$ cat src/rtl/mmio_router_pkg.sv
`default_nettype none
// ============================================================================
// Module  : mmio_router_pkg
// Brief   : Shared types, constants and region decode helper for the router.
// Revision: 1.0
// ============================================================================
package mmio_router_pkg;

    localparam int c_MAX_REGIONS = 16;
    localparam int c_REGION_W    = 4;

    localparam logic [31:0] c_ERROR_DATA = 32'hDEADBEEF;

    typedef enum logic [1:0] {
        ST_IDLE    = 2'd0,
        ST_ISSUE   = 2'd1,
        ST_RESPOND = 2'd2,
        ST_RELEASE = 2'd3
    } state_e;

    // Returns {hit, region}; the lowest-numbered hitting region wins.
    function automatic logic [c_REGION_W:0] decode_hits(input logic [c_MAX_REGIONS-1:0] hits);
        logic [c_REGION_W:0] result;
        result = '0;
        for (int i = c_MAX_REGIONS - 1; i >= 0; i--) begin
            if (hits[i]) result = {1'b1, c_REGION_W'(i)};
        end
        return result;
    endfunction

endpackage
`default_nettype wire

$ cat src/rtl/mmio_router_channel.sv
`default_nettype none
// ============================================================================
// Module  : mmio_router_channel
// Brief   : One request channel: latches a decoded request, issues it to the
//           selected device port, and returns ack/data/error with timeout.
// Revision: 1.0
// ============================================================================
module mmio_router_channel
    import mmio_router_pkg::*;
#(
    parameter int                  NUM_REGIONS    = 4,
    parameter int                  INDEX_WIDTH    = 32,
    parameter int                  DATA_WIDTH     = 32,
    parameter int                  TIMEOUT_CYCLES = 1024,
    parameter logic [DATA_WIDTH-1:0] ERROR_DATA   = DATA_WIDTH'(c_ERROR_DATA)
) (
    input  logic                             clk,
    input  logic                             rst_n,
    input  logic                             i_req,
    input  logic [INDEX_WIDTH-1:0]           i_index,
    input  logic [INDEX_WIDTH-1:0]           i_rel_index,
    input  logic                             i_hit,
    input  logic [c_REGION_W-1:0]            i_region,
    input  logic [DATA_WIDTH-1:0]            i_wdata,
    output logic [NUM_REGIONS-1:0]           o_dev_req,
    output logic [NUM_REGIONS*INDEX_WIDTH-1:0] o_dev_index,
    output logic [NUM_REGIONS*DATA_WIDTH-1:0]  o_dev_data,
    input  logic [NUM_REGIONS-1:0]           i_dev_ack,
    input  logic [NUM_REGIONS*DATA_WIDTH-1:0]  i_dev_rdata,
    output logic                             o_ack,
    output logic                             o_error,
    output logic [DATA_WIDTH-1:0]            o_rdata,
    output logic [INDEX_WIDTH-1:0]           o_err_index
);

    localparam int c_CNT_W = (TIMEOUT_CYCLES > 0) ? $clog2(TIMEOUT_CYCLES + 1) : 1;
    localparam logic [c_CNT_W-1:0] c_CNT_LAST =
        (TIMEOUT_CYCLES > 0) ? c_CNT_W'(TIMEOUT_CYCLES - 1) : '0;

    state_e                   r_state;
    logic [c_REGION_W-1:0]    r_region;
    logic [INDEX_WIDTH-1:0]   r_index;
    logic [INDEX_WIDTH-1:0]   r_rel_index;
    logic [DATA_WIDTH-1:0]    r_wdata;
    logic [c_CNT_W-1:0]       r_count;
    logic                     r_ack;
    logic                     r_error;
    logic [DATA_WIDTH-1:0]    r_rdata;

    logic [NUM_REGIONS-1:0]   w_sel;
    logic                     w_sel_ack;
    logic [DATA_WIDTH-1:0]    w_sel_data;

    for (genvar g = 0; g < NUM_REGIONS; g++) begin : g_dev
        assign w_sel[g]                                 = (r_state == ST_ISSUE) && (r_region == c_REGION_W'(g));
        assign o_dev_req[g]                             = w_sel[g];
        assign o_dev_index[g*INDEX_WIDTH +: INDEX_WIDTH] = w_sel[g] ? r_rel_index : '0;
        assign o_dev_data[g*DATA_WIDTH +: DATA_WIDTH]    = w_sel[g] ? r_wdata : '0;
    end

    // Only the selected region's ack/data is observed; others are masked.
    assign w_sel_ack = |(i_dev_ack & w_sel);

    always_comb begin
        w_sel_data = '0;
        for (int i = 0; i < NUM_REGIONS; i++) begin
            if (w_sel[i]) w_sel_data = i_dev_rdata[i*DATA_WIDTH +: DATA_WIDTH];
        end
    end

    always_ff @(posedge clk or negedge rst_n) begin
        if (!rst_n) begin
            r_state     <= ST_IDLE;
            r_region    <= '0;
            r_index     <= '0;
            r_rel_index <= '0;
            r_wdata     <= '0;
            r_count     <= '0;
            r_ack       <= 1'b0;
            r_error     <= 1'b0;
            r_rdata     <= '0;
        end else begin
            case (r_state)
                ST_IDLE: begin
                    if (i_req) begin
                        r_region    <= i_region;
                        r_index     <= i_index;
                        r_rel_index <= i_rel_index;
                        r_wdata     <= i_wdata;
                        r_count     <= '0;
                        if (i_hit) begin
                            r_state <= ST_ISSUE;
                        end else begin
                            r_state <= ST_RESPOND;
                            r_ack   <= 1'b1;
                            r_error <= 1'b1;
                            r_rdata <= ERROR_DATA;
                        end
                    end
                end
                ST_ISSUE: begin
                    if (w_sel_ack) begin
                        r_state <= ST_RESPOND;
                        r_ack   <= 1'b1;
                        r_error <= 1'b0;
                        r_rdata <= w_sel_data;
                    end else if ((TIMEOUT_CYCLES != 0) && (r_count == c_CNT_LAST)) begin
                        r_state <= ST_RESPOND;
                        r_ack   <= 1'b1;
                        r_error <= 1'b1;
                        r_rdata <= ERROR_DATA;
                    end else if (TIMEOUT_CYCLES != 0) begin
                        r_count <= r_count + c_CNT_W'(1);
                    end
                end
                ST_RESPOND: begin
                    r_state <= ST_RELEASE;
                    r_ack   <= 1'b0;
                    r_error <= 1'b0;
                    r_rdata <= '0;
                end
                ST_RELEASE: begin
                    if (!i_req) r_state <= ST_IDLE;
                end
                default: r_state <= ST_IDLE;
            endcase
        end
    end

    assign o_ack       = r_ack;
    assign o_error     = r_error;
    assign o_rdata     = r_rdata;
    assign o_err_index = r_index;

endmodule
`default_nettype wire

$ cat src/rtl/mmio_region_router.sv
`default_nettype none
// ============================================================================
// Module  : mmio_region_router
// Brief   : Routes one MMIO host port to NUM_REGIONS base/bound device ports
//           with decode-error and timeout responses. Optional error log under
//           MMIO_ROUTER_ERROR_LOG_EN.
// Revision: 1.0
// ============================================================================
module mmio_region_router
    import mmio_router_pkg::*;
#(
    parameter int NUM_REGIONS    = 4,
    parameter int INDEX_WIDTH    = 32,
    parameter int DATA_WIDTH     = 32,
    parameter logic [NUM_REGIONS-1:0][INDEX_WIDTH-1:0] REGION_BASE =
        {32'h40000000, 32'h30000000, 32'h20000000, 32'h10000000},
    parameter logic [NUM_REGIONS-1:0][INDEX_WIDTH-1:0] REGION_BOUND =
        {32'h50000000, 32'h40000000, 32'h30000000, 32'h20000000},
    parameter int TIMEOUT_CYCLES = 1024,
    parameter logic [DATA_WIDTH-1:0] ERROR_DATA = DATA_WIDTH'(c_ERROR_DATA)
) (
    input  logic                               clock,
    input  logic                               reset_n,
    input  logic                               host_read_req,
    input  logic [INDEX_WIDTH-1:0]             host_read_index,
    output logic                               host_read_ack,
    output logic [DATA_WIDTH-1:0]              host_read_data,
    output logic                               host_read_error,
    input  logic                               host_write_req,
    input  logic [INDEX_WIDTH-1:0]             host_write_index,
    input  logic [DATA_WIDTH-1:0]              host_write_data,
    output logic                               host_write_ack,
    output logic                               host_write_error,
    output logic [NUM_REGIONS-1:0]             dev_read_req,
    output logic [NUM_REGIONS*INDEX_WIDTH-1:0] dev_read_index,
    input  logic [NUM_REGIONS-1:0]             dev_read_ack,
    input  logic [NUM_REGIONS*DATA_WIDTH-1:0]  dev_read_data,
    output logic [NUM_REGIONS-1:0]             dev_write_req,
    output logic [NUM_REGIONS*INDEX_WIDTH-1:0] dev_write_index,
    output logic [NUM_REGIONS*DATA_WIDTH-1:0]  dev_write_data,
    input  logic [NUM_REGIONS-1:0]             dev_write_ack
`ifdef MMIO_ROUTER_ERROR_LOG_EN
    ,
    output logic [15:0]                        error_count,
    output logic [INDEX_WIDTH-1:0]             last_error_index
`endif
);

    logic [c_MAX_REGIONS-1:0] w_rd_hits, w_wr_hits;
    logic [c_REGION_W:0]      w_rd_dec, w_wr_dec;
    logic [INDEX_WIDTH-1:0]   w_rd_base, w_wr_base;
    logic [INDEX_WIDTH-1:0]   w_rd_err_index, w_wr_err_index;
    logic [DATA_WIDTH-1:0]    w_unused_wr_rdata;
    logic [NUM_REGIONS*DATA_WIDTH-1:0] w_unused_rd_dev_data;

    always_comb begin
        w_rd_hits = '0;
        w_wr_hits = '0;
        for (int i = 0; i < NUM_REGIONS; i++) begin
            w_rd_hits[i] = (host_read_index  >= REGION_BASE[i]) && (host_read_index  < REGION_BOUND[i]);
            w_wr_hits[i] = (host_write_index >= REGION_BASE[i]) && (host_write_index < REGION_BOUND[i]);
        end
    end

    assign w_rd_dec = decode_hits(w_rd_hits);
    assign w_wr_dec = decode_hits(w_wr_hits);

    always_comb begin
        w_rd_base = '0;
        w_wr_base = '0;
        for (int i = 0; i < NUM_REGIONS; i++) begin
            if (w_rd_dec[c_REGION_W-1:0] == c_REGION_W'(i)) w_rd_base = REGION_BASE[i];
            if (w_wr_dec[c_REGION_W-1:0] == c_REGION_W'(i)) w_wr_base = REGION_BASE[i];
        end
    end

    mmio_router_channel #(
        .NUM_REGIONS   (NUM_REGIONS),
        .INDEX_WIDTH   (INDEX_WIDTH),
        .DATA_WIDTH    (DATA_WIDTH),
        .TIMEOUT_CYCLES(TIMEOUT_CYCLES),
        .ERROR_DATA    (ERROR_DATA)
    ) u_read (
        .clk        (clock),
        .rst_n      (reset_n),
        .i_req      (host_read_req),
        .i_index    (host_read_index),
        .i_rel_index(host_read_index - w_rd_base),
        .i_hit      (w_rd_dec[c_REGION_W]),
        .i_region   (w_rd_dec[c_REGION_W-1:0]),
        .i_wdata    ('0),
        .o_dev_req  (dev_read_req),
        .o_dev_index(dev_read_index),
        .o_dev_data (w_unused_rd_dev_data),
        .i_dev_ack  (dev_read_ack),
        .i_dev_rdata(dev_read_data),
        .o_ack      (host_read_ack),
        .o_error    (host_read_error),
        .o_rdata    (host_read_data),
        .o_err_index(w_rd_err_index)
    );

    mmio_router_channel #(
        .NUM_REGIONS   (NUM_REGIONS),
        .INDEX_WIDTH   (INDEX_WIDTH),
        .DATA_WIDTH    (DATA_WIDTH),
        .TIMEOUT_CYCLES(TIMEOUT_CYCLES),
        .ERROR_DATA    (ERROR_DATA)
    ) u_write (
        .clk        (clock),
        .rst_n      (reset_n),
        .i_req      (host_write_req),
        .i_index    (host_write_index),
        .i_rel_index(host_write_index - w_wr_base),
        .i_hit      (w_wr_dec[c_REGION_W]),
        .i_region   (w_wr_dec[c_REGION_W-1:0]),
        .i_wdata    (host_write_data),
        .o_dev_req  (dev_write_req),
        .o_dev_index(dev_write_index),
        .o_dev_data (dev_write_data),
        .i_dev_ack  (dev_write_ack),
        .i_dev_rdata('0),
        .o_ack      (host_write_ack),
        .o_error    (host_write_error),
        .o_rdata    (w_unused_wr_rdata),
        .o_err_index(w_wr_err_index)
    );

`ifdef MMIO_ROUTER_ERROR_LOG_EN
    logic [15:0]            r_error_count;
    logic [INDEX_WIDTH-1:0] r_last_error_index;
    logic                   w_rd_err_evt, w_wr_err_evt;
    logic [16:0]            w_count_sum;

    assign w_rd_err_evt = host_read_ack  & host_read_error;
    assign w_wr_err_evt = host_write_ack & host_write_error;
    assign w_count_sum  = {1'b0, r_error_count} + 17'(w_rd_err_evt) + 17'(w_wr_err_evt);

    // Read index takes priority when both channels report an error together.
    always_ff @(posedge clock or negedge reset_n) begin
        if (!reset_n) begin
            r_error_count      <= '0;
            r_last_error_index <= '0;
        end else begin
            r_error_count <= w_count_sum[16] ? 16'hFFFF : w_count_sum[15:0];
            if (w_rd_err_evt)      r_last_error_index <= w_rd_err_index;
            else if (w_wr_err_evt) r_last_error_index <= w_wr_err_index;
        end
    end

    assign error_count      = r_error_count;
    assign last_error_index = r_last_error_index;
`else
    logic [2*INDEX_WIDTH-1:0] w_unused_err_index;
    assign w_unused_err_index = {w_rd_err_index, w_wr_err_index};
`endif

endmodule
`default_nettype wire

$ cat config.mk
export PLATFORM = sky130hd
export DESIGN_NAME = mmio_region_router
export DESIGN_NICKNAME = d
export VERILOG_FILES = /design/src/rtl/mmio_router_pkg.sv /design/src/rtl/mmio_router_channel.sv /design/src/rtl/mmio_region_router.sv
export SDC_FILE = /design/constraint.sdc
export NUM_CORES = 1
export LEC_CHECK = 0
export BUFFER_PORTS_ARGS = -buffer_cell sky130_fd_sc_hd__buf_2
export CAP_MARGIN = 20
export CORE_AREA = 5 5 255 257
export DETAILED_ROUTE_END_ITERATION = 8
export DIE_AREA = 0 0 260 262
export GPL_ROUTABILITY_DRIVEN = 0
export GPL_TIMING_DRIVEN = 0
export PLACE_DENSITY_LB_ADDON = 0.05
export SETUP_SLACK_MARGIN = 0.5
export SLEW_MARGIN = 20
export SYNTH_ARGS = -nofsm -noshare
export SYNTH_HDL_FRONTEND = slang
export SYNTH_HIERARCHICAL = 1
export SYNTH_SLANG_ARGS = --single-unit
$ cat constraint.sdc
create_clock -name clock -period 4.3 [get_ports clock]
set_input_delay 0 -clock clock [delete_from_list [all_inputs] [get_ports clock]]
set_output_delay 0 -clock clock [all_outputs]
set_load 0.005 [all_outputs]
# After elaboration in Yosys (flattened, before gate mapping)
# Cells that the tools add are included.
# Widths: inputs -> output; s select.
# totals
register_bits	166
latch_bits	0
mem_bits_rw	0
mem_bits_ro	0
in_bits	236
output_inout_bits	428
wordCells	175
mem_count	0
# classes
add_sub_neg	4
n_mul	0
div_mod_pow	0
n_lt_le_gt_ge	16
eq_ne	32
n_shift	0
mux	71
n_bitwise	2
n_reduce_logical	36
# ops
operator	count
$mux 32	26
$ge 32x30->1 const B	4
$lt 32x30->1 const B	4
$lt 32x31->1 const B	4
$pmux 32 s3	1
$mux 11	6
$ge 32x29->1 const B	2
$ge 32x31->1 const B	2
$sub 32x32->32	2
$mux 29	2
$pmux 11 s2	2
$mux 5	8
$eq 4x2->1 const B	8
$add 11x1->11 const B	2
$eq 11x10->1 const B	2
$mux 2	10
$ne 2x2->1 const B	10
$eq 4x1->1 const B	4
$logic_and 1x1->1	16
$logic_not 4->1	4
$pmux 2 s4	2
$reduce_and 4->1	4
$pmux 1 s3	4
$mux 1	10
other kinds (10)	22

# Logic depth before layout (Yosys ltp)
# Gate-level depths: netlist (run 1).
# depth
word_depth	12
depth_mapped	10
mapped_depth_nobuf	10

# Cells and area by module
# Netlist (run 1), hierarchy kept.
# by_module_without_submodules
module	instances	cells_per_inst	area_each_um2	seq_area_each_um2
mmio_router_channel at u_write	1	775	8545.7	3678.5
mmio_router_channel at u_read	1	776	8489.4	3678.5
mmio_region_router	1	48	356.6	0.0

# Worst setup path before layout (run 1)
# No wires, ideal clock.
# synth_path
path_type	reg-to-reg
start	register u_read.r_state[1]
end	register u_read.r_count[5]
setup_time_ns	0.120
t_arrival_ns	1.984
t_required_ns	4.180
path_slack_ns	2.196
path_stages_with_launch	9
path_buffers	1
period_less_slack_ns	2.104
cell_sequence	dfrtp_1 inv_1 ha_1 buf_1 mux2i_1 nand4b_1 a211oi_2 a21oi_1 a31o_1
# synth_via
elab_chain_len	6
word_cells_on_any_way	14
classes_between	eq/ne (4); mux (1); bitwise (1); reduce/logical (8)
# synth_lines
item	line_no	rtl
from (decl)	mmio_router_channel.sv:40	state_e r_state;
from (signal assigned)	mmio_router_channel.sv:73	r_state <= ST_IDLE;
from (signal assigned)	mmio_router_channel.sv:92	r_state <= ST_ISSUE;
from (signal assigned)	mmio_router_channel.sv:94	r_state <= ST_RESPOND;
$eq 2x1->1	mmio_router_channel.sv:55, mmio_router_channel.sv:83	
$logic_and 1x1->1	mmio_router_channel.sv:55	assign w_sel[g] = (r_state == ST_ISSUE) && (r_region == c_REGION_W'(g));
$and 4x4->4	mmio_router_channel.sv:62	assign w_sel_ack = |(i_dev_ack & w_sel);
$reduce_or 4->1	mmio_router_channel.sv:62	
$ne 2x2->1 (no source line)	-	
$reduce_and 4->1 (no source line)	-	
to (signal assigned)	mmio_router_channel.sv:113	r_count <= r_count + c_CNT_W'(1);
to (decl)	mmio_router_channel.sv:45	logic [c_CNT_W-1:0] r_count;
# Parallel ways exist; a longest one is shown, timed or not.
# A chain may end at the register's enable or synchronous reset.

# Worst setup path after layout (run 1)
# layout_path
start	register u_write.r_state[1]
end	output port dev_write_index[46]
# layout_via
elab_chain_len	3
# layout_lines
item	line_no	rtl
from (decl)	mmio_router_channel.sv:40	
from (signal assigned)	mmio_router_channel.sv:73	
from (signal assigned)	mmio_router_channel.sv:92	
from (signal assigned)	mmio_router_channel.sv:94	
$eq 2x1->1	mmio_router_channel.sv:55	
$logic_and 1x1->1	mmio_router_channel.sv:55	
$mux 32	mmio_router_channel.sv:57	assign o_dev_index[g*INDEX_WIDTH +: INDEX_WIDTH] = w_sel[g] ? r_rel_index : '0;
to (decl)	mmio_region_router.sv:39	output logic [NUM_REGIONS*INDEX_WIDTH-1:0] dev_write_index,
# Every way passes these cells.

==> impl_results.md, run 1 <==
- Status: finished clean
- Period utilisation layout: 0.7970
- Area growth, synth to finish: 55.90%
- IO Count: ~660
- Relative slew slack: 0.3873
- Setup TNS: 0 ns
- Syn. warnings: 6
- Clk slew on worst S/H paths: 0.07 ns
- GRT Overall Usage: 0.1471
- CTS Buf Count: 17
- Hold Vio Cnt, Final: 0
- Setup crit end kind: output pin
- Pre-antenna DRT Iters: 5
- Final ANT Viol Nets: 0
- Minimum clock period: 3.427 ns
- Clock Latency Late Sink: 0.48 ns
- CTS H-tree lvls: 4
- Starting Density: 0.1758
- Worst-margin pin slew: 0.9191 ns
- Worst hold path class: in2reg
- Initial DRC count: 358
- Layout cells sized above 1: 0.4512
- Final setup fails: 0
- Worst vdd ir: 0.3108 mV
- Dpl hpwl: between 40 and 50 mm
- CP arrival: 3.43 ns
- CTS tree: yes
- Vias: 10990
- Nets: around 2200
- Cell Area, Synth: between 0.01 and 0.015 mm^2
- F_max: 0.2918 GHz
- Initial antenna violation count: 6
- DRC: 0
- Max-Cap Viols: 0
- Row Count: 92
- First-pass GRT wire length: 75.40 mm
- Vias in the first global route: 11610
- Mapped Cells: 1104
- Port Buffers: 663
- Pwr dens: 470.2 mW/mm^2
- Die Y: 262 um
- Die Wd: about 260 um
- Setup crit start kind: flop
- Required time worst endpoint: 4.30 ns
- Critical-path maximum fanout: 10
- Sink Count: 166
- Worst Slack Setup Final: 0.8728 ns
- Largest net degree at the start of global routing: 76
- Hold slack: 0.06038 ns
- Placed Area: 0.01545 mm^2
- Die area: 0.06812 mm^2
- Critical setup path kind: reg2out
- Fin. max-slew vios: 0
- RSZ-0062 raised after global routing: false
- Pre-CTS WS: 0.8514 ns
- Final Instance Area: about 0.017 mm^2
- Setup Buffers After CTS: 0
- Core ar.: 0.06250 mm^2
- Clk_skew: roughly 0.011 ns
- WL per Instance: 18.88 um
- Gr ovfl total: 0
- Max clock buf depth: 2
- P_leak: 9.033 nW
- Syn avg cell area: between 9 and 10 um^2
- Clk root buf: clkbuf_16
- Vias per Instance: slightly below 4
- DRT Wirelength: 52.15 mm
## final timing paths
kind | startpoint | end | slack, ns | cells after the start
setup / recovery | u_write/r_state[1] | dev_write_index[46] | 0.87 | 10
hold / removal | dev_read_data[5] | u_read/o_rdata[5] | 0.06 | 4
setup reg to reg | u_write/r_state[0] | u_write/r_rel_index[24] | 1.63 | 7
hold reg to reg | u_read/o_rdata[13] | u_read/o_rdata[13] | 0.48 | 1
max in group asynchronous | reset_n | u_write/r_rel_index[10] | 3.73 | 3
min in group asynchronous | reset_n | u_write/r_rel_index[28] | 0.11 | 3
## layer usage
| layer | up-vias | part of all wire | track usage |
|---|---|---|---|
| met5 | - | 0.00077 | 0 |
| met4 | 6 | 0.021 | 0.04565 |
| met3 | 53 | 0.070 | 0.04093 |
| met2 | 398 | 0.52 | 0.2663 |
| met1 | 5247 | 0.39 | 0.1691 |
| li1 | 5288 | - | - |
## stage by stage
stage / power [W] / util / instances
after detailed placement: 0.006549 / 0.2472 / 2618
after floorplan: 0.005044 / - / 1107
after global placement: 0.006496 / 0.2460 / 2616
final: 0.008056 / 0.2741 / 2762
after global routing: 0.008762 / 0.2741 / 2761
after CTS: 0.008313 / 0.2740 / 2761
## worst max-delay path, stage by stage, from the launching register on
cell      delay, ns
dfrtp_1        0.41
inv_1          0.09
ha_1           0.13
buf_2          0.21
nor3b_2        0.43
nand2_1        0.09
nor2_1         0.14
clkbuf_2       0.38
clkbuf_1       0.67
and2_1         0.23
buf_2          0.13
## power breakdown
part           switching (W)  leakage, nW  total [W]  internal, W
registers           0.000731         2.02    0.00301      0.00227
logic                0.00166         6.75    0.00353      0.00187
clock network       0.000725        0.261    0.00152     0.000799
total                0.00311         9.03    0.00806      0.00494
## final cells by class
cell class	count	area, um^2
well taps	846	1059
plain buffers	99	447.9
multi-input cells	821	6332
flip-flops and latches	166	4154
fillers	6867	45370
clock inverters	10	70.07
repair buffers	776	4504
inverters	21	78.83
clock buffers	22	484.2
diodes	1	2.502
## placed cells by master (no fill, tap or decap), types with 10 or more instances in the layout
cell type and count:
clkbuf_1 73, buf_2 672, a21oi_1 11, ha_1 18, clkbuf_16 17, nand3_1 10, and2_1 388, nor2_1 21
inv_1 19, dfrtp_1 166, mux2i_1 13, mux2_2 104, dlygate4sd3_1 110, nand2b_1 11, o21ai_1 11, mux4_2 26
a211o_1 32, nand2_1 38, nor2b_1 37
## registers in the layout (all words and copies together), names as in the netlist
name and count:
u_read/r_rel_index 32, u_write/r_state 2, u_write/o_error 1, u_read/r_region 4
u_read/r_state 2, u_write/o_ack 1, u_write/r_wdata 32, u_write/r_rel_index 32
u_read/o_ack 1, u_write/r_count 11, u_read/o_error 1, u_write/r_region 4
u_read/r_count 11, u_read/o_rdata 32
## repair_timing
item / CTS / global route
cloned: 0 / 0
endpoints found under the setup margin: 31 / 12
pin swaps: 0 / 0
hold buffers: 111 / 0
endpoints found under the hold margin: 272 / 0
resized for setup: 4 / 3
No activity file was read; power rests on OpenSTA's default activity.
==> run 2, diff against run 1 <==
Settings changed: ABC_AREA set to 1, CORE_AREA 5 5 255 257 to 5 5 257 259, DIE_AREA 0 0 260 262 to 0 0 262 264.
Clock period 4.3 ns to 3.05 ns, I/O delays scaled along.
==> run 2 against run 1 <==
  * Area after synthesis decreased by 1.4%
  * Final area grew 1.2%
  * Critical path type unchanged
  * Combinational power increased by 83%
  * Power increased by 52%
  * Clock skew up 0.00077 ns
==> impl_results.md, run 2 <==
- Final ANT Viol Nets: 0 (unchanged)
- Status: finished clean
- Clk root buf: clkbuf_16
- CTS tree: yes
- Pre-antenna DRT Iters: 5 (unchanged)
- Relative slew slack: 0.6049 (+0.2177)
- CTS Buf Count: 17 (unchanged)
- DRC: 0 (unchanged)
- Largest net degree at the start of global routing: 83 (+9.2%)
- Vias per Instance: 4.189 (+5.3%)
- Clock Latency Late Sink: 0.48 ns (about the same)
- Mapped Cells: 1694 (+53%)
- Die Wd: 262 um (+0.77%)
- Worst vdd ir: 0.2916 mV (-6.2%)
- Clk_skew: 0.01156 ns (+0.0007717 ns)
- Hold Vio Cnt, Final: 0 (unchanged)
- Fin. max-slew vios: 0 (unchanged)
- Worst path most repeated cell: buf_2
- Most frequent cells in the layout: buf_2, nor2_1, nand2_1, dfrtp_1, inv_1
- CP startpoint: u_write/r_state[1]
- Hold slack: 0.04152 ns (-0.01886 ns)
- Minimum clock period: 2.411 ns
- Gr ovfl total: 0 (unchanged)
- CP arrival: 2.41 ns (-1.02 ns)
- Worst R2R Setup Slack: 0.71 ns (-0.92 ns)
- Worst-margin pin slew: 0.5926 ns (-0.3265 ns)
- CTS H-tree lvls: 4 (unchanged)
- Placed Cells: 3217 (+23%)
- Sink Count: 166 (unchanged)
- Cell count of the worst reg-to-reg path: 9 (+2)
- Cell breakdown of the critical path: inv_1 -> ha_4 -> nand2_2 -> nor2_1 -> inv_2 -> buf_2 -> buf_2 -> buf_2 -> nor2_2 -> buf_2
- Final Instance Area: 0.01734 mm^2 (+1.2%)
- Pwr dens: 706.3 mW/mm^2 (+50%)
- DRT Wirelength: 62.13 mm (+19%)
- Fin cells: 3386 (+23%)
- Required time worst endpoint: 3.05 ns (-1.25 ns)
- Cell Area, Synth: 0.01083 mm^2 (-1.4%)
- Reg2Reg Launch Point: u_read/r_state[0]
- CP top delay family: buffers and inverters
- CP Depth: 10 (unchanged)
- GRT Overall Usage: 0.1756 (+0.02849)
- Syn avg cell area: 6.394 um^2 (-36%)
- Vias: 14190 (+29%)
- Syn. warnings: 6 (unchanged)
- First-pass GRT wire length: 92.86 mm (+23%)
- Die area: 0.06917 mm^2 (+1.5%)
- Setup TNS: 0 ns (unchanged)
- Placed Area: 0.01530 mm^2 (-0.99%)
- Row Count: 93 (+1.1%)
- Max-Cap Viols: 0 (unchanged)
- Buf/Inv on CP: 6 (+1)
- Max clock buf depth: 2 (unchanged)
- F_max: 0.4148 GHz
- Core ar.: 0.06365 mm^2 (+1.8%)
- Layout cells sized above 1: 0.3225 (-0.1287)
- WL per Instance: 18.35 um (-2.8%)
- Critical path's slowest cell: dfrtp_1
- Setup crit end: dev_write_index[103]
- Critical-path maximum fanout: 10 (unchanged)
- Most common cell after layout, fill and taps aside: buf_2
- RSZ-0062 raised after global routing: true
- Starting Density: 0.1702 (-0.005639)
- Worst hold path class: in2reg
- Setup crit end kind: output pin
- Initial antenna violation count: 7 (+1)
- Port Buffers: 663 (unchanged)
- Vias in the first global route: 14950 (+29%)
- Period utilisation layout: 0.7904
- Setup crit start kind: flop
- Final core utilization: 0.2724 (-0.001686)
- Terminus of the critical flop-to-flop path: u_read/o_rdata[9]
- Critical setup path kind: reg2out
- CP peak stage delay: 0.42 ns (-0.25 ns)
- Final setup fails: 0 (unchanged)
- Initial DRC count: 976 (+170%)
- Clk slew on worst S/H paths: 0.07 ns (about the same)
- Area growth, synth to finish: 60.08%
- Die Y: 264 um (+0.76%)
- IO Count: 664 (unchanged)
- Nets: 2772 (+28%)
- Dpl hpwl: 51.20 mm (+20%)
- P_leak: 9.622 nW (+6.5%)
-- run 2: final cells by class --
| class | count | area, um^2 |
|---|---|---|
| Inverter | 175 | 665.6 |
| Buffer | 120 | 565.5 |
| Tap cell | 855 | 1070 |
| Timing Repair Buffer | 800 | 4712 |
| Multi-Input combinational cell | 1236 | 5582 |
| Antenna cell | 4 | 10.01 |
| Clock buffer | 20 | 456.7 |
| Fill cell | 7282 | 46310 |
| Clock inverter | 10 | 123.9 |
| Sequential cell | 166 | 4154 |
-- run 2: worst min-delay path, stage by stage --
cell and delay [ns]:
buf_2 0.10, nand2_1 0.06, nand3_1 0.14, nand3_1 0.11, o21ai_1 0.07
-- run 2: worst min path at each step --
stage / startpoint / end / slack [ns] / depth (start not counted)
6_report: dev_read_data[36] / u_read/o_rdata[4] / 0.04 / 5
5_1_grt: dev_read_data[81] / u_read/o_rdata[17] / 0.04 / 5
4_1_cts: dev_read_data[119] / u_read/o_rdata[23] / 0.003 / 9
3_5_place_dp: reset_n / u_read/o_ack / -0.18 / 1
3_3_place_gp: host_read_index[1] / u_read/r_rel_index[1] / 0.21 / 3
2_1_floorplan: reset_n / u_read/o_ack / -0.30 / 0
-- run 2: metrics by stage --
step | worst slack [ns] | power, W
3_5_place_dp | 0.4853 | 0.009804
2_1_floorplan | 1.173 | 0.007114
6_report | 0.6392 | 0.01225
3_3_place_gp | -1.321 | 0.009747
4_1_cts | 0.5026 | 0.01237
5_1_grt | 0.4830 | 0.01341
-- run 2: timing repair --
| action | in CTS | in global routing |
|---|---|---|
| gates resized for setup | 24 | 41 |
| hold buffers | 126 | 0 |
| pin swaps | 4 | 1 |
| endpoints found under the setup margin | 270 | 231 |
| setup buffers | 4 | 5 |
| endpoints found under the hold margin | 278 | 0 |
-- run 2: layer usage --
layer / vias up / GRT usage / routed length, um
met3: 78 / 0.03326 / 3187
met2: 473 / 0.3148 / 31480
met5: - / 0 / 41
met1: 6757 / 0.2126 / 26100
li1: 6871 / - / -
met4: 6 / 0.05214 / 1325
-- run 2: where the power goes --
group          total (W)  internal (W)  switching, W  leakage (nW)
Clock            0.00226       0.00124       0.00101         0.279
Sequential       0.00352       0.00312      0.000400          2.09
Combinational    0.00646       0.00187       0.00459          7.26
==> run 3, diff against run 2 <==
Settings changed: ABC_AREA 1 to 0, CORE_AREA 5 5 257 259 to 5 5 255 257, DIE_AREA 0 0 262 264 to 0 0 260 262.
Clock period 3.05 ns to 2 ns, I/O delays scaled along.
==> run 3 against run 2 <==
  * Hold slack got worse by 0.019 ns
  * Largest cell class is now buffers
  * Final cell count fell by 16%
  * The flow now finishes with violations (negative setup slack)
  * Utilization rose by 4.1 points
  * Highest routed layer unchanged
  * Global-route usage fell by 2.0 points
  * Largest power group unchanged
  * Critical path type unchanged
==> impl_results.md, run 3 (same netlist as run 1, synthesis figures left out) <==
- Reg power frac: 0.331 (+0.043)
- Gr ovfl total: 0 (unchanged)
- Die Y: 262 um (-0.76%)
- Worst vdd ir: 0.6782 mV (+130%)
- Nets: 2225 (-20%)
- Clk slew on worst S/H paths: 0.08 ns (about the same)
- Sw frac: 0.3767 (-0.1134)
- Hold Vio Cnt, Final: 0 (unchanged)
- Worst R2R Setup Slack: -0.29 ns (-1.00 ns)
- WL per Instance: 19.85 um (+8.1%)
- RSZ-0062 raised after global routing: true
- F_max: 0.4169 GHz
- Relative slew slack: 0.4012 (-0.2038)
- Final setup fails: 454 (+454)
- Port Buffers: 663 (unchanged)
- Starting Density: 0.1758 (+0.005639)
- P_int: 0.01241 W (+99%)
- Core ar.: 0.06250 mm^2 (-1.8%)
- CP startpoint: u_write/r_state[1]
- Layout cells sized above 1: 0.5388 (+0.2163)
- IO Count: 664 (unchanged)
- Die area: 0.06812 mm^2 (-1.5%)
- Status: finished with violations
- Setup crit end: dev_write_data[82]
- Critical setup path kind: reg2out
- Reg2Reg Launch Point: u_read/r_region[0]
- Row Count: 92 (-1.1%)
- Clk_skew: 0.01142 ns (-0.0001455 ns)
- GRT Overall Usage: 0.1556 (-0.02001)
- CP arrival: 2.40 ns (about the same)
- Clock Latency Late Sink: 0.49 ns (about the same)
- Pre-antenna DRT Iters: 4 (-1)
- Terminus of the critical flop-to-flop path: u_read/r_count[8]
- Final-layout fill cell count: 6572 (-9.8%)
- Most frequent cells in the layout: buf_2, and2_1, dfrtp_1, dlygate4sd3_1, mux2_2
- Cell count of the worst reg-to-reg path: 8 (-1)
- First-pass GRT wire length: 79.37 mm (-15%)
- CTS H-tree lvls: 4 (unchanged)
- CTS Buf Count: 17 (unchanged)
- Max clock buf depth: 2 (unchanged)
- P_leak: 10.08 nW (+4.7%)
- Dpl hpwl: 43.28 mm (-15%)
- Pre-CTS WS: -0.8058 ns (-1.291 ns)
- Die Wd: 260 um (-0.76%)
- Final core utilization: 0.3132 (+0.04078)
- Fin. max-slew vios: 0 (unchanged)
- Setup crit start kind: flop
- Period utilisation layout: 1.199
- Critical-path maximum fanout: 10 (unchanged)
- Largest net degree at the start of global routing: 79 (-4.8%)
- Worst Slack Setup Final: -0.3989 ns (-1.038 ns)
- Initial DRC count: 379 (-61%)
- Area of the multi-input gates: 0.006685 mm^2 (+20%)
- Psw: 0.007500 W (+25%)
- Vias: 11420 (-19%)
- DRC: 0 (unchanged)
- DRT Wirelength: 56.14 mm (-9.6%)
- Worst-margin pin slew: 0.8982 ns (+0.3056 ns)
- Vias per Instance: 4.037 (-3.6%)
- Clk pwr share: 0.185 (about the same)
- Final Instance Area: 0.01958 mm^2 (+13%)
- Vias in the first global route: 12040 (-20%)
- Placed Area: 0.01590 mm^2 (+3.9%)
- Failing checks: negative setup slack
- Max-Cap Viols: 0 (unchanged)
- Minimum clock period: 2.399 ns
- Required time worst endpoint: 2.00 ns (-1.05 ns)
- Worst hold path class: in2reg
- Sink Count: 166 (unchanged)
- Initial antenna violation count: 5 (-2)
- Pwr dens: 1017 mW/mm^2 (+44%)
- Clk root buf: clkbuf_16
- Most common cell after layout, fill and taps aside: buf_2
- Register area: 0.004155 mm^2 (about the same)
- Final ANT Viol Nets: 0 (unchanged)
- Combinational fraction of design power: 0.484 (-0.044)
- Area growth, synth to finish: 78.14%
- Setup crit end kind: output pin
- CTS tree: yes
==> run 3: changes by cell type in the layout (fill, tap and decap cells not counted), sizes merged, moves of 26 or more <==
cell and delta:
nor2b +37, nand4 -74, mux4 +26, o21ai -112
and2 +388, nor2 -478, a211o +32, nand3 -55
inv -152, nand2 -360, mux2 +104
==> run 3: routing by layer <==
| metal | vias up | routed length [um] | track usage |
|---|---|---|---|
| met1 | 5500 | 21380 | 0.1734 |
| met2 | 420 | 29970 | 0.2920 |
| met4 | 6 | 1242 | 0.04932 |
| li1 | 5430 | - | - |
| met5 | - | 41 | 0 |
| met3 | 64 | 3505 | 0.03757 |
==> run 3: final cells by class <==
type	count	area share
tap	846	0.05407
sequential	166	0.2123
buffer	99	0.07356
clock inverter	11	0.008884
clock buffer	21	0.02301
multi-input combinational	821	0.3415
antenna	1	0.0001278
timing repair buffer	843	0.2824
inverter	21	0.004154
==> run 3: power groups by stage <==
stage	registers [W]	clock network, W	logic (W)
3_5_place_dp	0.00664	0	0.00816
6_report	0.00659	0.00369	0.00963
3_3_place_gp	0.00655	0	0.00811
4_1_cts	0.00659	0.00391	0.00906
2_1_floorplan	0.00586	0	0.00548
5_1_grt	0.00686	0.00401	0.0105
==> run 3: worst min-delay path by stage <==
stage	start	depth (start not counted)	slack [ns]	endpoint
finish	dev_read_data[88]	3	0.02	u_read/o_rdata[24]
global route	dev_read_data[27]	4	0.03	u_read/o_rdata[27]
detailed placement	reset_n	1	-0.18	u_write/r_wdata[11]
floorplan	reset_n	0	-0.30	u_read/o_ack
CTS	dev_read_data[27]	4	0.0002	u_read/o_rdata[27]
global placement	host_read_index[9]	2	0.23	u_read/r_rel_index[9]
==> run 3: what timing repair did <==
| item | in CTS | in global routing |
|---|---|---|
| pin swaps | 29 | 7 |
| gates resized for setup | 185 | 96 |
| buffers inserted | 25 | 16 |
| endpoints found under the setup margin | 558 | 558 |
| cloned | 16 | 7 |
| endpoints found under the hold margin | 191 | 0 |
| hold buffers | 114 | 0 |
==> run 3: worst max-delay path, cell delays in order (launching register included) <==
cell,delay (ns)
dfrtp_1,0.40
inv_2,0.08
ha_4,0.12
buf_6,0.11
nor3b_4,0.22
buf_4,0.15
and3b_2,0.22
clkbuf_16,0.20
clkbuf_16,0.16
and2_1,0.13
buf_2,0.11
==> run 3: stage by stage <==
step	hold WS (ns)	TNS, ns	std cells	total power [W]
after detailed placement	-0.1758	-113.10	2618	0.01480
after global routing	0.02889	-162.91	2828	0.02135
after floorplan	-0.2956	0	1107	0.01134
after CTS	0.0002220	-133.14	2805	0.01957
final	0.02258	-104.36	2829	0.01991
after global placement	0.2324	-503.26	2616	0.01466
